[src/rtl/pipe_ctrl_if.sv]
// Hazard-control bus between the Y86 pipeline datapath and pipe_ctrl.
// The datapath (master) supplies stage icodes/registers; pipe_ctrl (slave) returns controls.
interface pipe_ctrl_if #(
  parameter int CNT_W = 16
);
  logic [3:0]       d_icode;
  logic [3:0]       d_srcA;
  logic [3:0]       d_srcB;
  logic [3:0]       e_icode;
  logic [3:0]       e_dstM;
  logic             e_cnd;
  logic             w_halt;
  logic             f_stall;
  logic             d_stall;
  logic             d_bubble;
  logic             e_bubble;
  logic             m_bubble;
  logic             w_stall;
  logic [1:0]       state_o;
  logic [CNT_W-1:0] stall_cnt;

  modport master (
    output d_icode, d_srcA, d_srcB, e_icode, e_dstM, e_cnd, w_halt,
    input  f_stall, d_stall, d_bubble, e_bubble, m_bubble, w_stall, state_o, stall_cnt
  );

  modport slave (
    input  d_icode, d_srcA, d_srcB, e_icode, e_dstM, e_cnd, w_halt,
    output f_stall, d_stall, d_bubble, e_bubble, m_bubble, w_stall, state_o, stall_cnt
  );
endinterface

[src/rtl/pipe_ctrl.sv]
// Y86 5-stage pipeline control: load-use, mispredict, ret and halt handling,
// with an FSM for the ret drain / halt shutdown and a saturating stall counter.
module pipe_ctrl #(
  parameter int CNT_W      = 16,
  parameter int RET_CYCLES = 3    // legal range 2..8
) (
  input logic          clk,
  input logic          rst,
  pipe_ctrl_if.slave   bus
);

  localparam logic [3:0] IC_HALT   = 4'h0;
  localparam logic [3:0] IC_MRMOVL = 4'h5;
  localparam logic [3:0] IC_JXX    = 4'h7;
  localparam logic [3:0] IC_RET    = 4'h9;
  localparam logic [3:0] IC_POPL   = 4'hB;
  localparam logic [3:0] REG_NONE  = 4'hF;
  localparam logic [3:0] RET_LOAD  = 4'(RET_CYCLES - 1);

  typedef enum logic [1:0] {
    S_RUN      = 2'd0,
    S_RET_WAIT = 2'd1,
    S_HALTING  = 2'd2,
    S_HALTED   = 2'd3
  } state_t;

  state_t           r_state;
  state_t           w_state_nxt;
  logic [3:0]       r_ret_cnt;
  logic [3:0]       w_ret_cnt_nxt;
  logic [CNT_W-1:0] r_stall_cnt;

  logic w_mispred;
  logic w_loaduse;
  logic w_f_stall;
  logic w_d_stall;
  logic w_d_bubble;
  logic w_e_bubble;
  logic w_m_bubble;
  logic w_w_stall;

  assign w_mispred = (bus.e_icode == IC_JXX) && !bus.e_cnd;
  assign w_loaduse = ((bus.e_icode == IC_MRMOVL) || (bus.e_icode == IC_POPL)) &&
                     (bus.e_dstM != REG_NONE) &&
                     ((bus.e_dstM == bus.d_srcA) || (bus.e_dstM == bus.d_srcB));

  always_comb begin
    w_state_nxt   = r_state;
    w_ret_cnt_nxt = r_ret_cnt;
    w_f_stall     = 1'b0;
    w_d_stall     = 1'b0;
    w_d_bubble    = 1'b0;
    w_e_bubble    = 1'b0;
    w_m_bubble    = 1'b0;
    w_w_stall     = 1'b0;
    case (r_state)
      S_RUN: begin
        // A mispredict squashes D, so a ret/halt sitting there is wrong-path.
        if (w_mispred) begin
          w_d_bubble = 1'b1;
          w_e_bubble = 1'b1;
        end else if (w_loaduse) begin
          w_f_stall  = 1'b1;
          w_d_stall  = 1'b1;
          w_e_bubble = 1'b1;
        end else if (bus.d_icode == IC_RET) begin
          w_f_stall     = 1'b1;
          w_d_bubble    = 1'b1;
          w_state_nxt   = S_RET_WAIT;
          w_ret_cnt_nxt = RET_LOAD;
        end else if (bus.d_icode == IC_HALT) begin
          w_f_stall   = 1'b1;
          w_d_bubble  = 1'b1;
          w_state_nxt = S_HALTING;
        end else begin
          w_state_nxt = S_RUN;
        end
      end
      S_RET_WAIT: begin
        w_f_stall     = 1'b1;
        w_d_bubble    = 1'b1;
        w_ret_cnt_nxt = r_ret_cnt - 4'd1;
        if (r_ret_cnt == 4'd1) begin
          w_state_nxt = S_RUN;
        end else begin
          w_state_nxt = S_RET_WAIT;
        end
      end
      S_HALTING: begin
        w_f_stall  = 1'b1;
        w_d_bubble = 1'b1;
        if (bus.w_halt) begin
          w_m_bubble  = 1'b1;
          w_w_stall   = 1'b1;
          w_state_nxt = S_HALTED;
        end else begin
          w_state_nxt = S_HALTING;
        end
      end
      S_HALTED: begin
        w_f_stall  = 1'b1;
        w_d_bubble = 1'b1;
        w_e_bubble = 1'b1;
        w_m_bubble = 1'b1;
        w_w_stall  = 1'b1;
      end
      default: begin
        w_state_nxt = S_RUN;
      end
    endcase
    if (w_d_stall) begin
      w_d_bubble = 1'b0;
    end else begin
      w_d_bubble = w_d_bubble;
    end
    if (rst) begin
      w_f_stall  = 1'b0;
      w_d_stall  = 1'b0;
      w_d_bubble = 1'b0;
      w_e_bubble = 1'b0;
      w_m_bubble = 1'b0;
      w_w_stall  = 1'b0;
    end else begin
      w_w_stall  = w_w_stall;
    end
  end

  always_ff @(posedge clk) begin
    if (rst) begin
      r_state   <= S_RUN;
      r_ret_cnt <= 4'd0;
    end else begin
      r_state   <= w_state_nxt;
      r_ret_cnt <= w_ret_cnt_nxt;
    end
  end

  // Saturating count of fetch-stall cycles.
  always_ff @(posedge clk) begin
    if (rst) begin
      r_stall_cnt <= '0;
    end else if (w_f_stall && (r_stall_cnt != {CNT_W{1'b1}})) begin
      r_stall_cnt <= r_stall_cnt + {{(CNT_W-1){1'b0}}, 1'b1};
    end else begin
      r_stall_cnt <= r_stall_cnt;
    end
  end

  assign bus.f_stall   = w_f_stall;
  assign bus.d_stall   = w_d_stall;
  assign bus.d_bubble  = w_d_bubble;
  assign bus.e_bubble  = w_e_bubble;
  assign bus.m_bubble  = w_m_bubble;
  assign bus.w_stall   = w_w_stall;
  assign bus.state_o   = r_state;
  assign bus.stall_cnt = r_stall_cnt;

endmodule
[src/flat_wrapper.sv]
// flat-port wrapper written by rule: the top's interface ports become plain ports
module pipe_ctrl_flat 
#(
  parameter int CNT_W      = 16,
  parameter int RET_CYCLES = 3                       
)
  (clk, rst, bus_d_icode, bus_d_srcA, bus_d_srcB, bus_e_icode, bus_e_dstM, bus_e_cnd, bus_w_halt, bus_f_stall, bus_d_stall, bus_d_bubble, bus_e_bubble, bus_m_bubble, bus_w_stall, bus_state_o, bus_stall_cnt);
  pipe_ctrl_if #(.CNT_W(CNT_W)) bus_i ();
  input logic clk;
  input logic rst;
  input wire logic [$bits(bus_i.d_icode)-1:0] bus_d_icode;
  input wire logic [$bits(bus_i.d_srcA)-1:0] bus_d_srcA;
  input wire logic [$bits(bus_i.d_srcB)-1:0] bus_d_srcB;
  input wire logic [$bits(bus_i.e_icode)-1:0] bus_e_icode;
  input wire logic [$bits(bus_i.e_dstM)-1:0] bus_e_dstM;
  input wire logic [$bits(bus_i.e_cnd)-1:0] bus_e_cnd;
  input wire logic [$bits(bus_i.w_halt)-1:0] bus_w_halt;
  output wire logic [$bits(bus_i.f_stall)-1:0] bus_f_stall;
  output wire logic [$bits(bus_i.d_stall)-1:0] bus_d_stall;
  output wire logic [$bits(bus_i.d_bubble)-1:0] bus_d_bubble;
  output wire logic [$bits(bus_i.e_bubble)-1:0] bus_e_bubble;
  output wire logic [$bits(bus_i.m_bubble)-1:0] bus_m_bubble;
  output wire logic [$bits(bus_i.w_stall)-1:0] bus_w_stall;
  output wire logic [$bits(bus_i.state_o)-1:0] bus_state_o;
  output wire logic [$bits(bus_i.stall_cnt)-1:0] bus_stall_cnt;
  assign bus_i.d_icode = bus_d_icode;
  assign bus_i.d_srcA = bus_d_srcA;
  assign bus_i.d_srcB = bus_d_srcB;
  assign bus_i.e_icode = bus_e_icode;
  assign bus_i.e_dstM = bus_e_dstM;
  assign bus_i.e_cnd = bus_e_cnd;
  assign bus_i.w_halt = bus_w_halt;
  assign bus_f_stall = bus_i.f_stall;
  assign bus_d_stall = bus_i.d_stall;
  assign bus_d_bubble = bus_i.d_bubble;
  assign bus_e_bubble = bus_i.e_bubble;
  assign bus_m_bubble = bus_i.m_bubble;
  assign bus_w_stall = bus_i.w_stall;
  assign bus_state_o = bus_i.state_o;
  assign bus_stall_cnt = bus_i.stall_cnt;
  pipe_ctrl #(.CNT_W(CNT_W), .RET_CYCLES(RET_CYCLES)) u_core (.clk(clk), .rst(rst), .bus(bus_i));
endmodule
[config.mk]
export PLATFORM = sky130hd
export DESIGN_NAME = pipe_ctrl_flat
export DESIGN_NICKNAME = d
export VERILOG_FILES = /design/src/rtl/pipe_ctrl_if.sv /design/src/rtl/pipe_ctrl.sv /design/src/flat_wrapper.sv
export SDC_FILE = /design/constraint.sdc
export NUM_CORES = 1
export LEC_CHECK = 0
export CAP_MARGIN = 15
export CORE_ASPECT_RATIO = 1.1
export CORE_UTILIZATION = 60
export DETAILED_ROUTE_END_ITERATION = 10
export DONT_BUFFER_PORTS = 1
export PLACE_DENSITY = 0.76
export SLEW_MARGIN = 5
export SYNTH_ARGS = -nofsm -noshare
export SYNTH_HDL_FRONTEND = slang
export SYNTH_SLANG_ARGS = --single-unit
[constraint.sdc]
create_clock -name clk -period 5.6 [get_ports clk]
set_input_delay 0.56 -clock clk [delete_from_list [all_inputs] [get_ports clk]]
set_output_delay 0.56 -clock clk [all_outputs]
set_load 0.02 [all_outputs]
==> metrics, run 1 <==
post-synthesis register bit count=22; num rows=18; LEAKAGE=0.000485 µW; Max Cap Viol=0; Post-Syn Nets=around 210; TNS Setup=0 ns; first-pass GRT wire length=approximately 4.6 mm; status=finished, final reports clean; Peak VDD IR=0.000175 V; Synth cell types=44; fmax=roughly 0.39 GHz; GRT Resource Usage Total=23.1%; RSZ-0062 raised after global routing=false; final setup fails=0; Sw Pwr=82.4 µW; clk_skew=~0.0059 ns; clock sinks=22; Nets=208; routed vias/inst=6.31; initial drt markers=17; Crit. End Element=primary output; HPWL after DPL=2.32 mm; GRT overflow=0; Slew Limit Headroom=51.5%; required time worst endpoint=about 5 ns; Port Buffers=0; First-pass DRT Iterations=4; startpoint types=flop; fraction of layout cells with a size suffix above 1=5.71%; vias in the first global route=between 1000 and 1500; CTS tree=yes; I/O Pins=48; Die W=between 40 and 50 µm; Synth warnings=0; H-tree levels=1; ANT nets after route=0; period utilisation layout=45.5%; initial antenna violation count=0; Tmin final=between 2 and 3 ns; CTS Buf Count=3; via count=between 1000 and 1500; Post-CTS Hold Buffers=0; syn_area_per_cell=8.01 µm²; largest net degree at the start of global routing=28; die area=between 2000 and 3000 µm²; PostCTS Resize Cnt=0; actual slew at the worst max-slew pin=between 0.7 and 0.8 ns; Worst EP arrival=1.99 ns; Comb pwr share=about 17%; Final Hold Viols=0; ant diodes=0; critical path class=reg -> out; post-CTS setup buffer count=0; post-synthesis cell area=1430 µm²; area delta synth->final=2.37%; Placed Area=1440 µm²; pwr dens=196 nW/µm²; final wirelength=roughly 3 mm; core area=2250 µm²; fin area=1460 µm²; Reg clk slew, reported paths=0.12 ns; Sw Share=28.7%; Skew-Pair Late Insertion Delay=0.31 ns; drt drc=0; cell count after synthesis=about 180; Max Slew Vio Count=0; fillers=207; internal power=204 µW; Clk network pwr share=25.3%; sequential area share after synthesis=30.9%; DR WL/cell=roughly 15 µm; Initial Util=63.3%; Crit Path Max Fanout=10; gp weighted congestion=0.808; Max Root-Sink Buffers=2; Flop pwr share=a little under 60%; Hold Path Class=in -> reg; Die Ht=~53 µm; Root Driver=clkbuf_4
## cells in the mapped netlist, drive strengths merged
library cell,n,share of area (%)
a21bo,1,0.70
nand4,6,2.6
nor2,15,4.0
o21ai,14,5.7
a22oi,1,0.53
and4,1,0.61
ha,7,6.1
nor3b,1,0.53
and2,2,0.88
nor4,1,0.44
a311oi,1,0.61
inv,9,2.4
clkbuf,4,1.1
a31oi,2,0.88
nand4b,2,1.2
o2111ai,1,1.1
or3,9,4.0
nand3b,1,0.53
a211o,1,0.61
xor2,1,0.61
a21o,2,1.1
and4b,1,0.70
dfxtp,22,31
nor3,4,1.4
nor4bb,1,0.70
o31ai,4,2.1
or4,4,2.1
and3,1,0.44
a211oi,2,1.1
and3b,2,1.2
nand2,11,2.9
nand3,6,2.1
buf,2,0.79
xnor2,8,4.9
mux2i,2,1.4
a21oi,22,8.8
o211ai,3,1.9
or2,1,0.44
## metrics by stage
| stage | util (%) | hold WS (ns) | std cells | power, µW | setup slack (ns) |
|---|---|---|---|---|---|
| 2_1_floorplan | - | 0.498 | 178 | 212 | 3.26 |
| 3_3_place_gp | 63.8 | 0.506 | 202 | 215 | 3.17 |
| 3_5_place_dp | 63.8 | 0.523 | 202 | 217 | 3.09 |
| 4_1_cts | 64.8 | 0.291 | 205 | 288 | 3.04 |
| 5_1_grt | 64.8 | 0.291 | 205 | 298 | 2.93 |
| 6_report | 64.8 | 0.299 | 205 | 287 | 3.05 |
## flip-flops by register name, indices dropped and copies added, names as in the netlist
| register | flops |
|---|---|
| u_core.r_ret_cnt | 4 |
| u_core.bus.stall_cnt | 16 |
| u_core.bus.state_o | 2 |
## final cells by class
| cell class | count | area [µm²] | share of cell area, % |
|---|---|---|---|
| Clock buffer | 3 | 22.5 | 1.54 |
| Inverter | 9 | 33.8 | 2.32 |
| Multi-Input combinational cell | 141 | 925 | 63.4 |
| Sequential cell | 22 | 440 | 30.2 |
| Tap cell | 30 | 37.5 | 2.57 |
## worst max-delay path, stage by stage (launching register included)
cell and delay, ns:
dfxtp_1 0.43, inv_1 0.13, ha_1 0.36, a21o_1 0.16
a21oi_1 0.07, nor3_1 0.52
## per-layer routing
metal	share of wire [%]	GRT usage [%]	wire length (µm)
met1	43	24.7	1330
met2	50	43.7	1540
met3	5.2	5.46	160
met4	1.4	10.3	42
met5	0	0	0
## power groups by stage
stage / registers, µW / logic, µW / clock network, µW
after floorplan: 169 / 42.6 / 0
final: 167 / 47.3 / 72.4
after global placement: 170 / 44.7 / 0
after detailed placement: 170 / 47.3 / 0
after global routing: 167 / 52.8 / 78.0
after CTS: 167 / 47.5 / 74.2
## cells in the final DEF (no fill, tap or decap), types with 2 or more instances in the layout
cell,n
a21o_1,2
ha_1,7
nand2_1,11
inv_1,9
a31oi_1,2
mux2i_1,2
nor3_1,4
dfxtp_1,22
clkbuf_4,3
or3_1,9
nor2_1,15
or4_1,4
and2_1,2
o31ai_1,4
xnor2_1,8
nand3_1,6
nand4b_1,2
and3b_1,2
nand4_1,6
o211ai_1,2
a211oi_1,2
o21ai_0,12
a21oi_1,20
## worst paths after layout
kind,from,end,slack [ns],cells past startpoint
worst max-delay path,u_core.bus.state_o[0],bus_e_bubble,3.05,5
worst min-delay path,rst,u_core.bus.stall_cnt[9],0.30,1
worst max register to register,u_core.bus.stall_cnt[0],u_core.bus.stall_cnt[3],3.32,7
worst min register to register,u_core.r_ret_cnt[3],u_core.r_ret_cnt[3],0.54,2
## logic make-up after synthesis
group           after synthesis  share of synthesized area [%]
xor+xnor                      9                           5.53
flops                        22                           30.9
fa+ha+maj                     7                           6.15
simple gates                 69                           26.8
mux                           2                           1.40
buf+inv                      15                           4.21
compound gates               54                           25.0
Power figures use the tool's default switching activity.
==> run 2: changes to the inputs <==
Clock period 5.6 ns to 2.6 ns, I/O delays scaled along.
==> run 2 against run 1 <==
  * Sequential share of layout area decreased by 0.66 points
  * Non-clock buffer count increased by 4
  * Core utilization increased by 1.4 points
  * Die area unchanged
  * First-iteration DRC count increased by 140%
  * Count of clock-buffer cells in the layout unchanged
  * Clock skew decreased by 0.0051 ns
  * Routed wire length increased by 0.23%
  * Sequential cell count unchanged
  * Sequential power increased by 110%
  * Register-to-register slack got worse by 2.9 ns
  * Largest power group unchanged
==> metrics, run 2 (synthesized netlist as in run 1, its figures left out) <==
critical path class=reg -> out (unchanged); vias in the first global route=1085 (was 1136); PostCTS Resize Cnt=0 (unchanged); fmax=between 0.4 and 0.5 GHz; final setup fails=0 (unchanged); Initial Util=63.3% (unchanged); Max Slew Vio Count=0 (unchanged); pwr dens=416 nW/µm² (was 196 nW/µm²); Max Root-Sink Buffers=2 (unchanged); Die Ht=53.1 µm (unchanged); initial drt markers=40 (was 17); Final Hold Viols=0 (unchanged); ANT nets after route=0 (unchanged); clk_skew=0.000802 ns (was 0.00588 ns); Tmin final=2.25 ns; period utilisation layout=86.4%; Port Buffers=0 (unchanged); slowest library cell on the worst path=nor3_1 (unchanged); Final Total Pwr=620 µW (was 287 µW); Sw Share=28.5% (was 28.7%); Crit Path Max Fanout=10 (unchanged); most common cell after layout, fill and taps aside=dfxtp_1 (unchanged); TNS Setup=0 ns (unchanged); via count=1329 (was 1294); ant diodes=0 (unchanged); commonest cells after routing, fill and taps aside=22 x dfxtp_1, 20 x a21oi_1, 15 x nor2_1, 12 x o21ai_0, 11 x nand2_1 (unchanged); gp weighted congestion=0.860 (was 0.808); Max stage delay on crit path=0.53 ns (was 0.52 ns); Crit. End Element=primary output (unchanged); DR WL/cell=14.7 µm (was 15.0 µm); GRT Resource Usage Total=22.5% (was 23.1%); Slew Limit Headroom=52.6% (was 51.5%); actual slew at the worst max-slew pin=0.709 ns (was 0.725 ns); Clk network pwr share=24.4% (was 25.3%); Post-CTS Hold Buffers=0 (unchanged); startpoint types=flop (unchanged); GRT overflow=0 (unchanged); post-CTS setup buffer count=0 (unchanged); Peak VDD IR=0.000299 V (was 0.000175 V); Max Cap Viol=0 (unchanged); fraction of layout cells with a size suffix above 1=7.26% (was 5.71%); initial antenna violation count=0 (unchanged); first-pass GRT wire length=4.47 mm (was 4.55 mm); Worst EP arrival=1.99 ns (about the same); Nets=212 (was 208); Reg clk slew, reported paths=0.12 ns (about the same); num rows=18 (unchanged); final wirelength=3.08 mm (was 3.07 mm); area delta synth->final=4.65% (was 2.37%); RSZ-0062 raised after global routing=false (unchanged); drt drc=0 (unchanged); die area=2570 µm² (unchanged); Comb pwr share=18.5% (was 16.5%); largest net degree at the start of global routing=28 (unchanged); Die W=48.5 µm (unchanged); clock sinks=22 (unchanged); Flop pwr share=57.1% (was 58.2%); Sw Pwr=177 µW (was 82.4 µW); H-tree levels=1 (unchanged); HPWL after DPL=2.25 mm (was 2.32 mm); LEAKAGE=0.000506 µW (was 0.000485 µW); I/O Pins=48 (unchanged); First-pass DRT Iterations=4 (unchanged); required time worst endpoint=2.34 ns (was 5.04 ns); Skew-Pair Late Insertion Delay=0.29 ns (was 0.31 ns); CTS Buf Count=3 (unchanged); core area=2250 µm² (unchanged); max FFs per register=16 (unchanged); internal power=443 µW (was 204 µW); routed vias/inst=6.36 (was 6.31); worst path cell trace=inv_1, ha_1, a21o_1, a21oi_1, nor3_1 (unchanged); status=finished, final reports clean (unchanged); CTS tree=yes (unchanged); Root Driver=clkbuf_4 (unchanged); Hold Path Class=in -> reg (unchanged)
==> run 2: final timing paths <==
check,start,to,slack [ns],cells after the start
setup / recovery,u_core.bus.state_o[0],bus_e_bubble,0.35,5
hold / removal,rst,u_core.r_ret_cnt[0],0.02,1
setup reg to reg,u_core.bus.state_o[0],u_core.bus.stall_cnt[13],0.41,6
hold reg to reg,u_core.r_ret_cnt[3],u_core.r_ret_cnt[3],0.56,2
==> run 2: stage by stage <==
stage | setup WS (ns) | cells | instance area, µm² | hold slack [ns] | utilization, %
after detailed placement | 0.435 | 205 | 1460 | 0.334 | 64.8
after CTS | 0.360 | 208 | 1480 | 0.00801 | 65.8
after floorplan | 0.576 | 178 | 1430 | 0.498 | -
final | 0.355 | 209 | 1490 | 0.0151 | 66.2
after global placement | 0.572 | 205 | 1460 | 0.332 | 64.8
after global routing | 0.246 | 209 | 1490 | 0.00103 | 66.2
==> run 2: cell type report <==
class	count	area (µm²)
fillers	198	761
flip-flops and latches	22	440
inverters	9	33.8
multi-input cells	141	925
well taps	30	37.5
repair buffers	4	32.5
clock buffers	3	22.5
==> run 2: critical path, delay by kind of cell (launching register included) <==
kind / cells / cell delay [ns]
DFF: 1 / 0.43
AOI/OAI and AO/OA: 2 / 0.25
adders and majority gates: 1 / 0.36
buffers and inverters: 1 / 0.13
and+or+nand+nor: 1 / 0.53
==> run 2: power groups by stage <==
stage               clock, µW  combinational (µW)  sequential (µW)
global route              167                 127              356
floorplan                   0                91.8              364
global placement            0                 104              361
CTS                       152                 111              354
detailed placement          0                 110              362
finish                    151                 115              354
==> run 2: layer usage <==
layer  share of wire (%)  wire (µm)  global-route usage (%)
met5                   0          0                       0
met1                  44       1350                    24.9
met4                 1.1         33                    8.82
met3                 5.5        168                    4.31
met2                  50       1520                    43.0
==> run 3: changes to the inputs <==
Settings changed: CORE_UTILIZATION 60 to 45, DONT_BUFFER_PORTS 1 to not set, PLACE_DENSITY 0.76 to 0.79.
==> run 3 against run 2 <==
  * Register-to-register slack better by 0.13 ns
  * Critical path depth is 2 higher
  * Design area is 34% higher
  * Hold slack better by 0.50 ns
  * Worst setup slack worse by 0.23 ns
  * Critical endpoint is now bus_f_stall
  * Largest power group unchanged
==> metrics, run 3 (synthesized netlist as in run 1, its figures left out) <==
Initial Util=47.2% (was 63.3%); GRT overflow=0 (unchanged); internal power=491 µW (was 443 µW); Die Ht=61.0 µm (was 53.1 µm); Slew Limit Headroom=72.0% (was 52.6%); clock sinks=22 (unchanged); slowest library cell on the worst path=clkdlybuf4s50_1 (was nor3_1); Peak VDD IR=0.000289 V (was 0.000299 V); status=finished, final reports clean (unchanged); Nets=262 (was 212); Max Root-Sink Buffers=2 (unchanged); initial antenna violation count=0 (unchanged); fillers=268 (was 198); die area=3400 µm² (was 2570 µm²); critical path class=in -> out (was reg -> out); initial drt markers=47 (was 40); period utilisation layout=95.4% (was 86.4%); final core occ=66.3% (was 66.2%); Post-CTS Hold Buffers=0 (unchanged); I/O Pins=48 (unchanged); CTS tree=yes (unchanged); Placed Area=1940 µm² (was 1460 µm²); Skew-Pair Late Insertion Delay=0.30 ns (was 0.29 ns); Clk network pwr share=22.2% (was 24.4%); First-pass DRT Iterations=4 (unchanged); ant diodes=0 (unchanged); fin area=2000 µm² (was 1490 µm²); routed vias/inst=5.90 (was 6.36); largest net degree at the start of global routing=17 (was 28); Sw Pwr=197 µW (was 177 µW); pwr dens=343 nW/µm² (was 416 nW/µm²); num rows=21 (was 18); TNS Setup=0 ns (unchanged); crit path buf inv count=3 (was 1); startpoint types=primary input (was flop); DP Worst Slack=0.0609 ns (was 0.435 ns); Inst Count DP=257 (was 205); LEAKAGE=0.000743 µW (was 0.000506 µW); Hold Path Class=reg -> reg (was in -> reg); Crit. End Element=primary output (unchanged); final cell count without fillers=263 (was 209); RSZ-0062 raised after global routing=false (unchanged); drt drc=0 (unchanged); max FFs per register=16 (unchanged); Worst EP arrival=2.22 ns (was 1.99 ns); actual slew at the worst max-slew pin=0.417 ns (was 0.709 ns); H-tree levels=1 (unchanged); fraction of layout cells with a size suffix above 1=7.86% (was 7.26%); clk_skew=0.00536 ns (was 0.000802 ns); Flop pwr share=51.4% (was 57.1%); Root Driver=clkbuf_4 (unchanged); area delta synth->final=40.6% (was 4.65%); commonest cells after routing, fill and taps aside=44 x clkdlybuf4s50_1, 22 x dfxtp_1, 20 x a21oi_1, 15 x nor2_1, 12 x o21ai_0 (was 22 x dfxtp_1, 20 x a21oi_1, 15 x nor2_1, 12 x o21ai_0, 11 x nand2_1); Crit Path Max Fanout=6 (was 10); Port Buffers=47 (was 0); Final Hold Viols=0 (unchanged); Sw Share=28.7% (was 28.5%); Max stage delay on crit path=0.61 ns (was 0.53 ns); HPWL after DPL=2.80 mm (was 2.25 mm); DR WL/cell=13.7 µm (was 14.7 µm); Reg clk slew, reported paths=0.12 ns (about the same); CP top delay family=buffers and inverters (was simple AND/OR/NAND/NOR gates); vias in the first global route=1357 (was 1085); first-pass GRT wire length=5.56 mm (was 4.47 mm); CTS Buf Count=3 (unchanged); most common cell after layout, fill and taps aside=clkdlybuf4s50_1 (was dfxtp_1); Max Cap Viol=0 (unchanged); Tmin final=2.48 ns (was 2.25 ns); gp weighted congestion=0.783 (was 0.860); fmax=0.403 GHz (was 0.445 GHz); via count=1551 (was 1329); core area=3020 µm² (was 2250 µm²); Die W=55.7 µm (was 48.5 µm); final setup fails=0 (unchanged); final wirelength=3.59 mm (was 3.08 mm); most frequent CP cell=clkdlybuf4s50_1; worst path cell trace=clkdlybuf4s50_1, nor3b_1, o211ai_1, a21oi_4, o21ai_4, inv_1, clkdlybuf4s50_1 (was inv_1, ha_1, a21o_1, a21oi_1, nor3_1); required time worst endpoint=2.34 ns (about the same); Worst Setup Slack, final=0.121 ns (was 0.355 ns); Max Slew Vio Count=0 (unchanged); ANT nets after route=0 (unchanged); Comb pwr share=26.4% (was 18.5%); GRT Resource Usage Total=20.4% (was 22.5%)
## run 3: cell types whose count changed in the layout (fill, tap and decap cells not counted)
cell	before	now
clkdlybuf4s50_1	0	44
buf_4	3	7
dlymetal6s2s_1	0	3
a21oi_2	1	0
a21oi_4	1	2
dlygate4sd3_1	1	0
ha_1	7	6
ha_2	0	1
## run 3: per-stage QoR
step / hold WS (ns) / total power (µW)
floorplan: 0.498 / 456
global placement: 0.484 / 527
detailed placement: 0.501 / 535
CTS: 0.521 / 686
global route: 0.543 / 718
finish: 0.517 / 688
## run 3: layer usage
layer	part of all wire [%]	GRT usage, %
met1	40	21.2
met2	54	42.7
met3	4.6	1.89
met4	1.3	8.21
met5	0	0
## run 3: area by class of cell
| cell class | instances | area (µm²) | area share [%] |
|---|---|---|---|
| well taps | 34 | 42.5 | 2.12 |
| flip-flops and latches | 22 | 440 | 22.0 |
| inverters | 9 | 33.8 | 1.69 |
| repair buffers | 54 | 531 | 26.5 |
| multi-input cells | 141 | 935 | 46.6 |
| clock buffers | 3 | 22.5 | 1.12 |
## run 3: timing repair
action                     in CTS  in global routing
setup buffers                   0                  3
setup endpoints to repair       1                  3
gates resized for setup         1                  4
pin swaps                       0                  1
## run 3: worst paths after layout
check	start	to	slack, ns	cells after the start
setup / recovery	bus_e_icode[2]	bus_f_stall	0.12	7
hold / removal	u_core.bus.stall_cnt[11]	u_core.bus.stall_cnt[11]	0.52	2
setup reg to reg	u_core.bus.stall_cnt[0]	u_core.bus.stall_cnt[1]	0.54	7
hold reg to reg	u_core.bus.stall_cnt[11]	u_core.bus.stall_cnt[11]	0.52	2
## run 3: worst min-delay path: cells and delay by family, from the launching register on
family | cells | cell delay, ns
flops | 1 | 0.35
compound gates | 2 | 0.14
## run 3: power by group through the flow
stage               clock, µW  sequential (µW)  combinational, µW
finish                    153              354                182
global placement            0              361                166
CTS                       157              354                175
global route              165              356                197
floorplan                   0              364               91.8
detailed placement          0              361                174
